===== config.mk =====
export PLATFORM = sky130hd
export DESIGN_NAME = sseg4_scan_ctrl
export DESIGN_NICKNAME = d
export VERILOG_FILES = /design/src/rtl/sseg4_scan_ctrl.sv
export SDC_FILE = /design/constraint.sdc
export NUM_CORES = 1
export LEC_CHECK = 0
export CORE_UTILIZATION = 35
export CTS_BUF_LIST = sky130_fd_sc_hd__clkbuf_4
export DETAILED_ROUTE_END_ITERATION = 10
export SYNTH_ARGS = -nofsm -noshare
export SYNTH_HDL_FRONTEND = slang
export SYNTH_SLANG_ARGS = --single-unit
export TNS_END_PERCENT = 10

===== constraint.sdc =====
create_clock -name clk -period 1.8 [get_ports clk]
set_clock_uncertainty 0.05 [all_clocks]
set_input_delay 0.27 -clock clk [delete_from_list [all_inputs] [get_ports clk]]
set_output_delay 0.27 -clock clk [all_outputs]
set_load 0.1 [all_outputs]

===== src/rtl/sseg4_scan_ctrl.sv =====
// Scan controller for a 4-digit common-anode seven-segment display.
// Double-buffered BCD value, per-slot guard blanking, leading-zero suppression.
module sseg4_scan_ctrl #(
  parameter int unsigned DIV   = 100000,
  parameter int unsigned GUARD = 1000
) (
  input  logic        clk,
  input  logic        rst_n,
  input  logic        load,
  input  logic [15:0] bcd_in,
  input  logic [3:0]  dp_in,
  input  logic        lz_en,
  output logic        ready,
  output logic [3:0]  bcd,
  output logic [3:0]  an,
  output logic        dp_n
);

  localparam int unsigned CW = (DIV > 1) ? $clog2(DIV) : 1;

  logic [CW-1:0] cnt;
  logic [1:0]    idx;
  logic          boundary;

  logic [15:0]   pend_bcd;
  logic [3:0]    pend_dp;
  logic          pend_vld;
  logic [15:0]   disp_bcd;
  logic [3:0]    disp_dp;

  logic [3:0]    blank;
  logic          lit;
  logic [3:0]    an_nxt;
  logic [3:0]    bcd_nxt;
  logic          dp_n_nxt;

  assign ready    = ~pend_vld;
  assign boundary = (idx == 2'd3) && (cnt == CW'(DIV - 1));

  always_ff @(posedge clk or negedge rst_n) begin
    if (!rst_n) begin
      cnt <= '0;
      idx <= '0;
    end else if (cnt == CW'(DIV - 1)) begin
      cnt <= '0;
      idx <= idx + 2'd1;
    end else begin
      cnt <= cnt + CW'(1);
    end
  end

  // Load is only accepted while pending is empty, so it can never collide
  // with a transfer in the same cycle.
  always_ff @(posedge clk or negedge rst_n) begin
    if (!rst_n) begin
      pend_bcd <= '0;
      pend_dp  <= '0;
      pend_vld <= 1'b0;
      disp_bcd <= '0;
      disp_dp  <= '0;
    end else begin
      if (load && !pend_vld) begin
        pend_bcd <= bcd_in;
        pend_dp  <= dp_in;
        pend_vld <= 1'b1;
      end else if (boundary && pend_vld) begin
        disp_bcd <= pend_bcd;
        disp_dp  <= pend_dp;
        pend_vld <= 1'b0;
      end
    end
  end

  always_comb begin
    blank    = '0;
    blank[3] = lz_en && (disp_bcd[15:12] == 4'h0);
    blank[2] = lz_en && (disp_bcd[15:8]  == 8'h00);
    blank[1] = lz_en && (disp_bcd[15:4]  == 12'h000);
  end

  always_comb begin
    lit      = (cnt >= CW'(GUARD)) && !blank[idx];
    an_nxt   = '1;
    an_nxt[idx] = ~lit;
    bcd_nxt  = disp_bcd[idx*4 +: 4];
    dp_n_nxt = lit ? ~disp_dp[idx] : 1'b1;
  end

  always_ff @(posedge clk or negedge rst_n) begin
    if (!rst_n) begin
      an   <= '1;
      bcd  <= '0;
      dp_n <= 1'b1;
    end else begin
      an   <= an_nxt;
      bcd  <= bcd_nxt;
      dp_n <= dp_n_nxt;
    end
  end

endmodule


==> results of run 1 <==
[worst register-to-register path, stage by stage, from the launching register on]
cell     delay [ns]
dfrtp_1        0.43
nor4_4         0.34
nand4_1        0.19
nor3_4         0.21
buf_12         0.19
mux2_2         0.34
[timing repair]
| item | 4_1_cts | 5_1_grt |
|---|---|---|
| buffers inserted | 0 | 1 |
| endpoints found under the setup margin | 21 | 21 |
| resized for setup | 4 | 1 |
| hold buffers | 1 | 0 |
| hold endpoints to repair | 64 | 0 |
| pin swaps | 1 | 1 |
[area by class of cell]
class	count	area (sq um)	share of cell area [%]
clock buffers	9	67.6	1.73
clock inverters	7	78.8	2.02
flip-flops and latches	69	1730	44.5
well taps	105	131	3.37
inverters	6	22.5	0.578
repair buffers	63	678	17.4
multi-input cells	133	1190	30.4
[layout by cell type (no fill, tap or decap), types with 6 or more instances in the layout]
cell type	netlist	routed
buf_12	0	12
buf_4	0	27
clkbuf_4	0	9
clkdlybuf4s50_1	0	22
dfrtp_1	64	64
ha_1	6	6
inv_1	6	6
mux2_2	41	40
nand2_1	6	6
nand3_1	15	15
nand4_1	6	6
nor2_1	13	13
xnor2_1	10	10
[state kept, by name (all words and copies together), names as in the netlist, 2 cells and up]
| name | count |
|---|---|
| an | 4 |
| bcd | 4 |
| cnt | 17 |
| disp_bcd | 16 |
| disp_dp | 4 |
| idx | 2 |
| pend_bcd | 16 |
| pend_dp | 4 |
[logic make-up (layout without fill, tap and decap cells)]
group / after synthesis / after routing / synth area share [%]
AOI/OAI and AO/OA: 5 / 5 / 1.01
xor gates and xnor gates: 14 / 14 / 4.14
adders and majority gates: 6 / 6 / 2.53
buffers and inverters: 14 / 85 / 2.62
DFF: 69 / 69 / 58.5
muxes: 46 / 46 / 19.4
and+or+nand+nor: 62 / 62 / 11.8
[per-layer routing]
layer  track usage (%)  vias to the layer above  wire length (um)  part of all wire, %
met4              9.62                        0               149                  2.6
met3              2.75                       11               121                  2.1
li1                  -                      912                 -                    -
met2              23.9                       30              2780                   49
met5                 0                        -                 0                    0
met1              18.4                      976              2610                   46
[worst paths after layout]
kind	start	endpoint	slack (ns)	depth (start not counted)
setup / recovery	cnt[11]	disp_bcd[8]	-0.06	5
hold reg to reg	pend_bcd[0]	disp_bcd[0]	0.46	1
setup reg to reg	cnt[11]	disp_bcd[8]	-0.06	5
min in group clk	dp_in[2]	pend_dp[2]	0.40	2
hold / removal	rst_n	cnt[14]	0.32	3
max in group asynchronous	rst_n	disp_bcd[1]	1.05	3
[Yosys cell counts, types with 2 or more instances]
cell type / count
nor2_1: 13
mux2_2: 41
nor4_1: 5
o211ai_1: 2
inv_1: 6
clkbuf_1: 2
a21oi_1: 3
nor2b_1: 2
buf_6: 3
dfstp_2: 5
dfrtp_1: 64
or4_1: 2
ha_1: 6
xor2_1: 4
nor3_1: 4
xnor2_1: 10
and4_1: 3
nand3_1: 15
and3_2: 2
nand4_1: 6
mux4_2: 5
nand2_1: 6
[report_power, final]
group / internal [mW] / switching (mW)
clock: 0.442 / 0.616
sequential: 1.60 / 0.0270
combinational: 0.0858 / 0.0472
==> metrics, run 1 <==
synthesis-stage register bit count=69; fillers=738; routed len/inst=14.4 um; pre-CTS setup slack=-0.0600 ns; Tmin final=1.86 ns; run status=finished with violations; critical path launch point type=flop; vias in the first global route=1990; Die X=94.0 um; worst-margin pin slew=0.443 ns; Detailed Place HPWL=4.02 mm; final instance area=3900 sq um; failing checks=negative setup slack; Synth Net Count=246; Antenna Cells=0; Layout Nets=312; Max Fclk=0.536 GHz; CP max FO=17; Critical Path AT=2.12 ns; DRC Markers=0; root buf cell=clkbuf_4; Crit Path Class=reg2reg; critical path's largest stage delay=0.43 ns; Mapped Area=2960 sq um; post-synth top area share=54.1%; Clk Latency, worst-skew pair=0.42 ns; CP Buf/Inv Count=1; RSZ-0062 raised after global routing=yes; Post-synth EDFFs=0; die area=8840 sq um; share of the yosys chip area belonging to registers=58.5%; Slew headroom=70.3%; post-route ant nets=0; final setup margin=-0.0643 ns; vias post-DR=1929; Final Util=47.4%; clock slew at reported path FFs=0.12 ns; HP Class=in2async; Setup violations, final=21; DRT iter0 DRCs=85; Hold Slack=0.324 ns; maximum clock insertion buffer count=2; Area Overhead vs Synth=31.5%; depth of the CTS H-tree=3; core footprint=8220 sq um; drt first pass iters=4; Max Slew Vio Count=0; row count=33; vias per cell=4.92; syn avg cell area=13.7 sq um; num ports=34; Yosys cell types=29; Crit path max-delay family=simple AND/OR/NAND/NOR gates; GPL Wtd Cong=0.850; Post-synth ARST share=100%; initial antenna violation count=0; # clock sinks=69; ys flop type=dfrtp_1; share of cells above drive strength 1=39.7%; Post-Syn Instances=216; placed cell count=374; GRT Util Overall=14.9%; dpl cell area=3700 sq um; Starting Density=36.1%; total grt overflow=0; Max VDD drop=0.438 mV; WP data required=2.05 ns; PortBufs=33; final period utilization=104%; Fin Setup TNS=-0.811 ns; Area contributors post-synth=dfrtp_1 (54%), mux2_2 (16%), dfstp_2 (4.4%), mux4_2 (3.8%), xnor2_1 (3.0%); crit path cell chain=nor4_4 -> nand4_1 -> nor3_4 -> buf_12 -> mux2_2; total routed wirelength=5.66 mm; Die H=94.0 um; Setup crit end kind=flop; CTS tree=done; non-filler cells, final=392; slowest CP cell=dfrtp_1; first-pass GRT wire length=9.74 mm; pin count of the biggest net entering global routing=70; pwr/cell area=724 nW/um^2; total power=2.82 mW; final hold vios=0; yosys warns=0; clock buffer count from CTS=9; Max Cap Viol=0; area leader, netlist=dfrtp_1; P_leak=1.78 nW
Note: power is estimated with default switching activity, not from simulation.
==> inputs of run 2 (changes only) <==
CORE_UTILIZATION = 52   (was 35)
HOLD_SLACK_MARGIN = 0.03   (was not set)
MAX_ROUTING_LAYER = met4   (was not set)
PLACE_DENSITY = 0.78   (was not set)
==> run 2 against run 1 <==
Sequential share of layout area grew 0.65 points. Cell count shrank 9.9%. Total power grew 3.0%. Utilization grew 22 points. Die area shrank 32%. Non-clock buffer count shrank 6. Worst hold slack lost 0.014 ns. Combinational power is essentially flat. First-iteration DRC count grew 84%. The flow still finishes with violations (negative setup slack). Critical endpoint is now disp_bcd[12]. Largest cell class unchanged. Global-route usage grew 7.3 points. Final area shrank 1.4%.
==> metrics, run 2 (synthesis results as in run 1) <==
Logic pwr share=4.6% (about the same); core footprint=5510 sq um (-33%); Flop pwr share=56.1% (-1.7 points); reg2reg path depth=5 (unchanged); dpl cell area=3630 sq um (-2.0%); critical path launch point type=flop; fillers=368 (-50%); area of the multi-input gates=1190 sq um (+0.11%); Die X=77.5 um (-18%); non-filler cells, final=353 (-9.9%); failing checks=negative setup slack; GPL Wtd Cong=0.810 (-4.8%); Antenna Cells=0 (unchanged); maximum clock insertion buffer count=2 (unchanged); WP data required=2.03 ns (-0.02 ns); Clk Latency, worst-skew pair=0.40 ns (-0.02 ns); Die H=77.5 um (-18%); PortBufs=33 (unchanged); post-route ant nets=0 (unchanged); most frequent cells in the layout=dfrtp_1 (64), mux2_2 (38), clkdlybuf4s50_1 (22); final hold vios=0 (unchanged); CP max FO=21 (+4); Int Power=2.30 mW (+7.9%); Final Util=69.8% (+22 points); Crit Path Class=reg2reg; depth of the CTS H-tree=3 (unchanged); Regs by FF count=cnt: 17 flops, disp_bcd: 16 flops, pend_bcd: 16 flops; clock buffer count from CTS=9 (unchanged); vias per cell=5.52 (+12%); total power=2.90 mW (+3.0%); max reg flops=17 (unchanged); RSZ-0062 raised after global routing=yes; Starting Density=53.8% (+18 points); Max VDD drop=0.510 mV (+17%); num ports=34 (unchanged); Fin Setup TNS=-0.189 ns (+0.622 ns); total grt overflow=0 (unchanged); placed cell count=335 (-10%); critical path's largest stage delay=0.42 ns (about the same); CTS tree=done; final period utilization=101% (-2.3 points); crit path cell chain=nor4_4 -> nand4_1 -> nor3_2 -> buf_12 -> mux2_2; Max Fclk=0.548 GHz (+2.2%); Critical Path AT=2.06 ns (-0.06 ns); worst-margin pin slew=0.533 ns (+0.0902 ns); share of cells above drive strength 1=38.1% (-1.6 points); Tmin final=1.82 ns (-0.0406 ns); DRC Markers=0 (unchanged); RR Endpoint=disp_bcd[12]; GRT Util Overall=22.3% (+7.3 points); r2r startpoint=cnt[11]; Setup crit end kind=flop; # clock sinks=69 (unchanged); Switching Share=20.8% (-3.6 points); drt first pass iters=4 (unchanged); Layout Nets=306 (-1.9%); first-pass GRT wire length=9.82 mm (+0.78%); total routed wirelength=5.52 mm (-2.5%); leading cell type in the layout, fill and taps excluded=dfrtp_1; DRT iter0 DRCs=156 (+84%); root buf cell=clkbuf_4; Net Switching=0.606 mW (-12%); row count=27 (-18%); Max Cap Viol=0 (unchanged); Max Slew Vio Count=0 (unchanged); Detailed Place HPWL=3.90 mm (-3.1%); setup slack, reg-to-reg=-0.02 ns (+0.04 ns); initial antenna violation count=0 (unchanged); final setup margin=-0.0237 ns (+0.0406 ns); pwr/cell area=756 nW/um^2 (+4.5%); largest reg by FF count=cnt; vias in the first global route=2096 (+5.3%); pre-CTS setup slack=-0.0291 ns (+0.0310 ns); vias post-DR=1947 (+0.93%); HP Class=in2async; P_leak=1.75 nW (-2.1%); die area=6000 sq um (-32%); routed len/inst=15.6 um (+8.3%); pin count of the biggest net entering global routing=42 (-40%); Area Overhead vs Synth=29.6%; final instance area=3840 sq um (-1.4%); Hold Slack=0.310 ns (-0.0139 ns); register area=1730 sq um (unchanged); clock slew at reported path FFs=0.12 ns (about the same); Slew headroom=64.5% (-5.9 points); slowest CP cell=dfrtp_1; run status=finished with violations; Clk pwr share=39.3% (+1.8 points); Setup violations, final=15 (-29%)
[run 2: final cells by class]
| cell class | count | area share [%] |
|---|---|---|
| flip-flops and latches | 69 | 45.1 |
| repair buffers | 57 | 16.8 |
| multi-input cells | 133 | 30.9 |
| well taps | 72 | 2.35 |
| inverters | 6 | 0.586 |
| clock buffers | 12 | 2.35 |
| clock inverters | 4 | 1.89 |
[run 2: worst max path at each step]
stage	startpoint	end	slack, ns	cells past startpoint
final	cnt[11]	disp_bcd[12]	-0.02	5
after global routing	cnt[11]	disp_bcd[12]	-0.09	5
after CTS	cnt[11]	disp_bcd[10]	-0.05	5
after detailed placement	cnt[6]	disp_bcd[15]	-0.03	5
after global placement	cnt[5]	disp_bcd[5]	0.008	5
after floorplan	cnt[5]	disp_bcd[0]	0.01	5
[run 2: critical path, delay by kind of cell, from the launching register on]
kind	cells	cell delay (ns)
and+or+nand+nor	3	0.68
muxes	1	0.34
DFF	1	0.42
buffers and inverters	1	0.21
[run 2: routing by layer]
metal	GRT usage, %	part of all wire (%)	routed length, um
met4	11.3	2.4	133
met2	36.0	50	2750
met3	4.24	3.8	212
met1	26.7	44	2430
met5	-	0	0
[run 2: power by group through the flow]
stage	sequential (mW)	combinational [mW]	clock, mW
2_1_floorplan	1.65	0.0459	0
3_5_place_dp	1.66	0.136	0
5_1_grt	1.64	0.151	1.23
3_3_place_gp	1.66	0.132	0
4_1_cts	1.63	0.138	1.16
6_report	1.63	0.134	1.14
[run 2: what timing repair did]
action                     CTS  global route
hold buffers                 1             0
pin swaps                    2             1
gates resized for setup      1             5
setup endpoints to repair   20            24
buffers inserted             1             0
hold endpoints to repair    17             0
==> inputs of run 3 (changes only) <==
--- a/config.mk
+++ b/config.mk
@@ -12,3 +12,3 @@
 export MAX_ROUTING_LAYER = met4
-export PLACE_DENSITY = 0.78
+export PLACE_DENSITY = 0.89
 export SYNTH_ARGS = -nofsm -noshare
--- a/constraint.sdc
+++ b/constraint.sdc
@@ -4,2 +4,2 @@
 set_output_delay 0.27 -clock clk [all_outputs]
-set_load 0.1 [all_outputs]
+set_load 0.02 [all_outputs]
==> run 3 against run 2 <==
The run still ends with negative setup slack left. Combinational power is essentially flat. Largest cell class unchanged. Count of clock-buffer cells in the layout shrank 2. Highest routed layer unchanged. Die area is the same. Sequential cell count is the same. Register-to-register slack lost 0.06 ns.
==> metrics, run 3 (synthesis results as in run 1) <==
Critical Path AT=2.13 ns (+0.07 ns); total routed wirelength=5.38 mm (-2.5%); P_leak=1.66 nW (-4.9%); GPL Wtd Cong=0.874 (+7.9%); core footprint=5510 sq um (unchanged); Slew headroom=70.1% (+5.7 points); Antenna Cells=0 (unchanged); Regs by FF count=cnt: 17 flops, disp_bcd: 16 flops, pend_bcd: 16 flops; post-route ant nets=0 (unchanged); Setup violations, final=20 (+5); Tmin final=1.89 ns (+0.0625 ns); vias in the first global route=1977 (-5.7%); share of cells above drive strength 1=34.0% (-4.0 points); fillers=394 (+7.1%); non-filler cells, final=354 (+0.28%); total grt overflow=0 (unchanged); RSZ-0062 raised after global routing=yes; initial antenna violation count=0 (unchanged); placed cell count=337 (+0.60%); RR Endpoint=disp_bcd[12]; DRT iter0 DRCs=207 (+33%); pre-CTS setup slack=-0.0406 ns (-0.0115 ns); vias post-DR=1932 (-0.77%); Layout Nets=307 (+0.33%); Die X=77.5 um (unchanged); final hold vios=0 (unchanged); run status=finished with violations; CP max FO=11 (-48%); setup slack, reg-to-reg=-0.09 ns (-0.06 ns); Max Cap Viol=0 (unchanged); row count=27 (unchanged); postcts setup bufs=0 (-1); Max Slew Vio Count=0 (unchanged); Detailed Place HPWL=3.98 mm (+2.2%); clock buffer count from CTS=9 (unchanged); reg2reg path depth=5 (unchanged); leading cell type in the layout, fill and taps excluded=dfrtp_1; max reg flops=17 (unchanged); depth of the CTS H-tree=3 (unchanged); routed len/inst=15.2 um (-2.8%); num ports=34 (unchanged); Hold Slack=0.366 ns (+0.0561 ns); Setup crit end kind=flop; HP Class=in2async; largest reg by FF count=cnt; Die H=77.5 um (unchanged); # clock sinks=69 (unchanged); worst-margin pin slew=0.448 ns (-0.0853 ns); Clk Latency, worst-skew pair=0.40 ns (about the same); drt first pass iters=4 (unchanged); first-pass GRT wire length=9.32 mm (-5.1%); critical path launch point type=flop; most frequent cells in the layout=dfrtp_1 (64), mux2_2 (40), clkdlybuf4s50_1 (26); failing checks=negative setup slack; CTS tree=done; die area=6000 sq um (unchanged); root buf cell=clkbuf_4; pin count of the biggest net entering global routing=38 (-9.5%); Max VDD drop=0.373 mV (-27%); pwr/cell area=733 nW/um^2 (-3.1%); DRC Markers=0 (unchanged); clock slew at reported path FFs=0.10 ns (-0.02 ns); PortBufs=33 (unchanged); r2r startpoint=cnt[14]; Starting Density=53.8% (unchanged); Area Overhead vs Synth=23.8%; final setup margin=-0.0862 ns (-0.0625 ns); GRT Util Overall=21.7% (-0.55 points); final period utilization=105% (+3.5 points); maximum clock insertion buffer count=2 (unchanged); WP data required=2.05 ns (+0.02 ns); Crit Path Class=reg2reg; Max Fclk=0.530 GHz (-3.3%); vias per cell=5.46 (-1.1%)
[run 3: cell type report]
type | instances | area, sq um | area share, %
Clock inverter | 6 | 53.8 | 1.47
Timing Repair Buffer | 58 | 515 | 14.1
Tap cell | 72 | 90.1 | 2.46
Clock buffer | 10 | 75.1 | 2.05
Sequential cell | 69 | 1730 | 47.3
Inverter | 6 | 22.5 | 0.614
Multi-Input combinational cell | 133 | 1180 | 32.1
[run 3: worst max path at each step]
stage | startpoint | endpoint | slack, ns | cells past startpoint
after floorplan | cnt[5] | disp_bcd[0] | 0.01 | 5
after global routing | cnt[14] | disp_bcd[12] | -0.14 | 5
final | cnt[14] | disp_bcd[12] | -0.09 | 5
after CTS | cnt[6] | disp_bcd[12] | -0.06 | 5
after global placement | cnt[6] | disp_bcd[5] | -0.02 | 5
after detailed placement | cnt[6] | disp_bcd[0] | -0.04 | 5
[run 3: where the power goes]
part / total [mW] / switching (mW) / leakage, nW / internal (mW)
sequential: 1.63 / 0.0271 / 0.896 / 1.60
clock: 0.927 / 0.503 / 0.0689 / 0.424
combinational: 0.132 / 0.0474 / 0.697 / 0.0842
total: 2.69 / 0.578 / 1.66 / 2.11
[run 3: critical path, stage by stage, from the launching register on]
cell and delay (ns):
dfrtp_1 0.42, nor4_4 0.36, nand4_1 0.19, nor3_4 0.21, buf_6 0.19, mux2_2 0.34
[run 3: repair_timing]
action,in CTS,in global routing
hold buffers,1,0
setup endpoints to repair,26,28
pin swaps,0,1
hold endpoints to repair,64,0
gates resized for setup,6,6
[run 3: layer usage]
metal	up-vias	part of all wire, %	GRT usage [%]
li1	896	-	-
met1	963	42	26.9
met2	65	52	33.0
met3	8	4.9	6.71
met4	0	1.7	9.43
met5	-	0	-
[run 3: through the flow]
step           power, mW  setup TNS, ns  area, sq um  util [%]
6_report            2.69          -1.53         3670      66.6
5_1_grt             2.81          -2.53         3670      66.6
4_1_cts             2.71         -0.915         3640      66.1
3_5_place_dp        1.79         -0.664         3510      63.7
3_3_place_gp        1.79         -0.262         3510      63.7
2_1_floorplan       1.69              0         2960         -
